===== src/rtl/spi_controller.sv =====
`default_nettype none
// ============================================================================
// Module   : spi_controller
// Function : 16-bit SPI mode-0 frame transmitter {rw, addr[6:0], data[7:0]}, MSB first.
//            Define SPI_CTRL_PENDING_EN to add a one-entry pending frame buffer.
// Revision : 1.0
// ============================================================================
module spi_controller #(
  parameter int CLK_DIV = 4
) (
  input  logic       clk,
  input  logic       rst_n,
  input  logic       req_valid,
  output logic       req_ready,
  input  logic       req_rw,
  input  logic [6:0] req_addr,
  input  logic [7:0] req_data,
  output logic       sclk,
  output logic       ncs,
  output logic       copi,
  output logic       busy,
  output logic       done
);

  localparam logic [2:0] S_IDLE     = 3'd0;
  localparam logic [2:0] S_SETUP    = 3'd1;
  localparam logic [2:0] S_SHIFT_HI = 3'd2;
  localparam logic [2:0] S_SHIFT_LO = 3'd3;
  localparam logic [2:0] S_HOLD     = 3'd4;
  localparam logic [2:0] S_GAP      = 3'd5;

  localparam logic [7:0] C_CNT_LAST = 8'(CLK_DIV - 1);

  logic [2:0]  r_state;
  logic [7:0]  r_cnt;
  logic [3:0]  r_bit;
  logic [15:0] r_shift;

  logic        w_cnt_last;
  logic        w_accept;
  logic [15:0] w_req_word;
  logic        w_chain;
  logic [15:0] w_chain_word;

  assign w_cnt_last = (r_cnt == C_CNT_LAST);
  assign w_accept   = req_valid & req_ready;
  assign w_req_word = {req_rw, req_addr, req_data};

`ifdef SPI_CTRL_PENDING_EN
  logic        r_pend_valid;
  logic [15:0] r_pend_word;
  logic        w_gap_end;

  assign w_gap_end = (r_state == S_GAP) && w_cnt_last;
  // A full buffer also covers the cycle it drains into the shifter.
  assign req_ready = ~r_pend_valid;
  assign w_chain      = r_pend_valid | w_accept;
  assign w_chain_word = r_pend_valid ? r_pend_word : w_req_word;

  always_ff @(posedge clk or negedge rst_n) begin
    if (!rst_n) begin
      r_pend_valid <= 1'b0;
      r_pend_word  <= 16'h0000;
    end else if (w_accept && (r_state != S_IDLE) && !w_gap_end) begin
      r_pend_valid <= 1'b1;
      r_pend_word  <= w_req_word;
    end else if (w_gap_end) begin
      r_pend_valid <= 1'b0;
    end
  end
`else
  assign req_ready    = (r_state == S_IDLE);
  assign w_chain      = 1'b0;
  assign w_chain_word = 16'h0000;
`endif

  always_ff @(posedge clk or negedge rst_n) begin
    if (!rst_n) begin
      r_state <= S_IDLE;
      r_cnt   <= 8'd0;
      r_bit   <= 4'd0;
      r_shift <= 16'h0000;
    end else begin
      if (r_state == S_IDLE || w_cnt_last) begin
        r_cnt <= 8'd0;
      end else begin
        r_cnt <= r_cnt + 8'd1;
      end
      case (r_state)
        S_IDLE: begin
          if (w_accept) begin
            r_state <= S_SETUP;
            r_shift <= w_req_word;
            r_bit   <= 4'd0;
          end
        end
        S_SETUP: begin
          if (w_cnt_last) r_state <= S_SHIFT_HI;
        end
        S_SHIFT_HI: begin
          if (w_cnt_last) begin
            // Bit 0 has been clocked out once r_bit reaches 15; never wrap.
            if (r_bit == 4'd15) begin
              r_state <= S_HOLD;
            end else begin
              r_state <= S_SHIFT_LO;
              r_shift <= {r_shift[14:0], 1'b0};
              r_bit   <= r_bit + 4'd1;
            end
          end
        end
        S_SHIFT_LO: begin
          if (w_cnt_last) r_state <= S_SHIFT_HI;
        end
        S_HOLD: begin
          if (w_cnt_last) r_state <= S_GAP;
        end
        S_GAP: begin
          if (w_cnt_last) begin
            if (w_chain) begin
              r_state <= S_SETUP;
              r_shift <= w_chain_word;
              r_bit   <= 4'd0;
            end else begin
              r_state <= S_IDLE;
            end
          end
        end
        default: r_state <= S_IDLE;
      endcase
    end
  end

  assign sclk = (r_state == S_SHIFT_HI);
  assign ncs  = ~((r_state == S_SETUP) || (r_state == S_SHIFT_HI) ||
                  (r_state == S_SHIFT_LO) || (r_state == S_HOLD));
  assign copi = r_shift[15] & ~ncs;
  assign busy = (r_state != S_IDLE);
  assign done = (r_state == S_GAP) && (r_cnt == 8'd0);

endmodule
`default_nettype wire

===== config.mk =====
export PLATFORM = sky130hd
export DESIGN_NAME = spi_controller
export DESIGN_NICKNAME = d
export VERILOG_FILES = /design/src/rtl/spi_controller.sv
export SDC_FILE = /design/constraint.sdc
export NUM_CORES = 1
export LEC_CHECK = 0
export CORE_MARGIN = 2
export CORE_UTILIZATION = 45
export CTS_BUF_LIST = sky130_fd_sc_hd__clkbuf_4
export DETAILED_ROUTE_END_ITERATION = 10
export GPL_ROUTABILITY_DRIVEN = 0
export PLACE_DENSITY = 0.76
export SLEW_MARGIN = 40
export SYNTH_ARGS = -nofsm -noshare
export SYNTH_HDL_FRONTEND = slang
export SYNTH_SLANG_ARGS = --single-unit
export TNS_END_PERCENT = 50

===== constraint.sdc =====
create_clock -name clk -period 2.54 [get_ports clk]
set_input_delay 0.508 -clock clk [delete_from_list [all_inputs] [get_ports clk]]
set_output_delay 0.508 -clock clk [all_outputs]
set_load 0.1 [all_outputs]

== Word level (Yosys, flattened, before mapping) ==
Index checks and enable logic that the tools add are counted.

* Equality and inequality tests: 13
* Bitwise gates (word level): 3
* Reduce and logical (&&, ||, !) cells: 12
* Muxes and demuxes: 16
* Add/subtract/negate cells: 2

{| class="wikitable"
|+ Operator list
! cell !! count
|-
| 16-bit 2-to-1 mux || 3
|-
| 16-bit case mux with 2 select lines || 1
|-
| 3-bit 2-to-1 mux || 6
|-
| 3-bit case mux with 5 select lines || 1
|-
| 4-bit 2-to-1 mux || 3
|-
| 8-bit by 1-bit adder with 8-bit output, second input constant || 1
|-
| 8-bit by 2-bit == test with 1-bit output, second input constant || 1
|-
| 8-bit logical NOT || 1
|-
| 8-bit 2-to-1 mux || 1
|-
| 4-bit case mux with 2 select lines || 1
|-
| 3-bit by 2-bit == test with 1-bit output, second input constant || 2
|-
| 3-bit == test, second input constant || 2
|-
| 2-bit by 1-bit inequality test with 1-bit output, second input constant || 3
|-
| 2-bit inequality test, second input constant || 3
|-
| 5-bit AND reduction || 1
|-
| 4-bit by 1-bit adder with 4-bit output, second input constant || 1
|-
| 4-bit == test, second input constant || 1
|-
| 1-bit logical OR || 4
|-
| 4-bit AND reduction || 1
|-
| 3-bit by 1-bit == test with 1-bit output, second input constant || 1
|-
| 3-bit logical NOT || 1
|-
| 3-bit nonzero test || 1
|-
| 1-bit AND || 2
|-
| 2-bit nonzero test || 1
|-
| 3 further kinds || 3
|}

* Output and inout bits: 6
* Bits of input ports: 19
* Word-level logic and storage cells: 50
* Flip-flop bits (word level): 31

== Depth between registers and ports, before layout ==
* Depth after elaboration: 5
* Depth in mapped cells: 6
* Mapped depth without buffers: 5

== Least setup slack after synthesis ==
No wires, ideal clock.

* Path kind: register to output
* Start: register r_state[0]
* End: output port copi
* Arrival: 5.674 ns
* Cell stages (with the launch flop): 6
* Slack: -3.642 ns
* Buffers on the path: 1
* Cells stage by stage: dfrtp_1 -> buf_2 -> nor3_1 -> inv_1 -> nand2_1 -> nor2_1

* Longest elaborated chain between the ends: 5
* Elaborated cells on any way between the ends: 8
* Those cells by class: eq/ne (4); bitwise (1); reduce/logical (3)

{| class="wikitable"
|+ RTL lines
! element !! RTL line !! source
|-
| start, declared || 34 || <nowiki>logic [2:0] r_state;</nowiki>
|-
| start signal, assigned || 79 || <nowiki>r_state <= S_IDLE;</nowiki>
|-
| start signal, assigned || 92 || <nowiki>r_state <= S_SETUP;</nowiki>
|-
| start signal, assigned || 98 || <nowiki>if (w_cnt_last) r_state <= S_SHIFT_HI;</nowiki>
|-
| 3-bit by 1-bit == test with 1-bit output / 3-bit by 2-bit == test with 1-bit output (equally long branches) || 135 || <nowiki>assign ncs = ~((r_state == S_SETUP) || (r_state == S_SHIFT_HI) ||</nowiki>
|-
| 1-bit logical OR (2 in a row) || 135 ||
|-
| 1-bit logical OR * || 136 || <nowiki>(r_state == S_SHIFT_LO) || (r_state == S_HOLD));</nowiki>
|-
| 1-bit AND * || 137 || <nowiki>assign copi = r_shift[15] & ~ncs;</nowiki>
|-
| end, declared || 20 || <nowiki>output logic copi,</nowiki>
|}

Every way passes the cells marked *; elsewhere a longest branch is shown, timed or not.

== Final worst setup path ==
Ends and elaborated chain as after synthesis.

==> impl_metrics.toml <==
[sta]
slew_viol_final = 0
setup_tns_ps = 0
fmaxAchievable_ghz = 0.430
rsz0062_at_grt = "no"
clock_skew_ps = 5.04
worst_slack_ps = 217
finalCriticalPeriod_ps = 2320
post-route-period-util = 0.915
finalSetupViolations = 0
final_hold_viol_count = 0
slew_headroom = 0.635
max_slew.worst_pin.slew_ps = 542

[logic_synthesis]
synth_cells = 141
syn_area_um2 = 1620
syn_nets = 163
ys_seq_elements = 31
ys_top_cells_by_count = "dfrtp_1, mux2_2, nor2_1"
synth_ff_type = "dfrtp_1"
ys_warn_count = 0
yosys.area.top_type = "dfrtp_1"
yosysTopAreaCellShare = 0.480
synth_area_leaders = "dfrtp_1, mux2_2, mux2i_1, nor2_1, nand3_1"
synth.distinct_cells = 31
synth-edff-count = 0
yosysSeqAreaShare = 0.480
avgSynthCellArea_um2 = 11.5
async_reset_ff_frac = 1.00
yosysMostFrequentCell = "dfrtp_1"

[floorplan]
io_pins = 25
coreArea_um2 = 3390
fp.dieArea_um2 = 4090
die_w_um = 64.0
die_y_um = 64.0
fp-row-count = 21
initial_utilization = 0.477

[clocking]
clock_path_buffers = 2
cts.htree.levels = 2
cts_setup_buffers = 0
numCtsBuffers = 5
cts_tree = "built"
ctsRootBufferMaster = "clkbuf_4"
path_clk_slew_ps = 90
cts-resized-gates = 0
clock_sinks = 31
insertion_delay_ps = 330
cts_hold_buf = 0

[drt]
wl_per_cell_um = 13.3
drt_drc_violations_left = 0
postRouteAntennaNets = 0
totalWireLength_um = 2870
dr_total_vias = 1104
drtIter0Drc = 35
vias_per_cell = 5.13
first_pass_iters = 4

[power_and_ir_drop]
p_leak_nw = 0.866
intPower_mw = 1.43
ir_drop_mv = 0.454
clkPwrFrac = 0.122
pwr-share-comb = 0.516
power_density_nw_per_um2 = 1200
power.share.sequential = 0.362
switchingPower_mw = 1.00
p_total_mw = 2.43
netSwitchingFraction = 0.413

[global_route]
grt_use_total = 0.160
antenna_found_initial = 0
grt_pass1_wl_um = 4900
grt_pass1_vias = 1074
grt_overflow = 0
grt_max_degree = 32

[run_status]
status = "finished, final reports clean"

[setup_path]
cp-endpoint = "copi"
worst_path_max_delay_cell = "dfrtp_1"
path_class = "reg -> out"
cp_data_required_time_ps = 2030
rrSetupSlack_ps = 440
cp_cell_sequence = "o21ai_0 > nand2_8 > nor2_4 > buf_12"
worstPathArrival_ps = 1820
worstSetupStartpointType = "flop"
path_max_fanout = 9
path_buf_inv = 1
r2r_end = "r_shift[14]"
worstSetupEndpointType = "primary output"
cp_top_family = "flip-flops"
r2r-start = "r_cnt[0]"
max_stage_delay_ps = 540
critPathLaunch = "r_state[0]"
cp.depth = 4
r2r_cells = 6

[finish]
seqCellArea_um2 = 776
final_cell_count_no_fill = 215
num-fill-cells = 276
drive_gt1_frac = 0.296
final_area_um2 = 2030
finalNetCount = 190
area_growth_pct = 25.7
multiInputGateArea_um2 = 811
antennaDiodeCount = 0

[placed_design]
dpl_worst_slack_ps = 400
hpwl_um = 2050
place.port_buffers = 24
dpl.cell_count = 207
placed_area_um2 = 1980

[hold_path]
whs_path_depth = 1
holdCritPathClass = "reg -> reg"

[flow_run]
maxCapViolations = 0
## registers in the layout, indices dropped and copies added (netlist names)
signal / flops
r_bit: 4
r_state: 3
r_cnt: 8
r_shift: 16
## layout by cell type, fill, tap and decap left out, drive strengths merged
cell | Yosys | layout
nor3b | 2 | 2
buf | 7 | 9
and2 | 2 | 2
clkinvlp | 0 | 1
ha | 3 | 3
mux2 | 29 | 29
xnor2 | 2 | 2
nand4 | 3 | 3
nor3 | 1 | 1
o211ai | 1 | 1
dfrtp | 31 | 31
nand3 | 8 | 8
nor4 | 1 | 1
clkdlybuf4s50 | 0 | 18
o311ai | 1 | 1
clkbuf | 0 | 7
nor2 | 11 | 11
xor2 | 4 | 4
a21oi | 2 | 2
o221ai | 1 | 1
mux2i | 5 | 5
nand2b | 1 | 1
o41ai | 1 | 1
nand3b | 1 | 1
o21ai | 2 | 2
nand2 | 9 | 9
nor2b | 1 | 1
clkinv | 0 | 1
and3 | 3 | 3
inv | 8 | 7
o21bai | 1 | 1
## power groups by stage
stage / Clock (mW) / Sequential, mW / Combinational [mW]
after floorplan: 0 / 0.815 / 1.03
after global placement: 0 / 0.873 / 1.23
after detailed placement: 0 / 0.889 / 1.27
after CTS: 0.310 / 0.878 / 1.27
after global routing: 0.329 / 0.912 / 1.36
final: 0.297 / 0.880 / 1.26
## per-layer routing
metal | wire length (µm) | global-route usage
met3 | 113 | 0.0528
met2 | 1430 | 0.255
met4 | 65 | 0.0815
met5 | 0 | 0
met1 | 1260 | 0.191
## cell families (layout without fill, tap and decap cells)
| kind of cell | Yosys count | in the layout | share of synthesized area |
|---|---|---|---|
| AO/OA/AOI/OAI | 9 | 9 | 0.0425 |
| XOR/XNOR | 6 | 6 | 0.0325 |
| adder cells (fa/ha/maj) | 3 | 3 | 0.0232 |
| buffers and inverters | 15 | 43 | 0.0479 |
| flip-flops | 31 | 31 | 0.480 |
| multiplexers | 34 | 34 | 0.233 |
| AND/OR/NAND/NOR | 43 | 43 | 0.142 |
## layout make-up
class                   instances  share of cell area
inverters                       8              0.0166
clock buffers                   7              0.0258
repair buffers                 27               0.146
multi-input cells              95               0.399
well taps                      46              0.0283
clock inverters                 1             0.00246
flip-flops and latches         31               0.382
## stage by stage
stage | hold WS [ps] | utilization
2_1_floorplan | 212 | -
3_3_place_gp | 463 | 0.583
3_5_place_dp | 476 | 0.583
4_1_cts | 498 | 0.600
5_1_grt | 534 | 0.600
6_report | 494 | 0.600
## worst reg2reg max path: stages, from the launching register on
cell and delay, ps:
dfrtp_1 410, ha_1 230, nor3b_1 330, nand4_1 230
o41ai_4 90, buf_4 310, mux2_2 380
## worst min path at each step
stage / slack (ps) / start / endpoint
floorplan: 210 / rst_n / r_bit[0]
global placement: 460 / r_shift[3] / r_shift[3]
detailed placement: 480 / r_shift[2] / r_shift[2]
CTS: 500 / r_shift[2] / r_shift[2]
global route: 530 / r_bit[0] / r_bit[0]
finish: 490 / r_shift[2] / r_shift[2]
No activity file was read; power rests on OpenSTA's default activity.
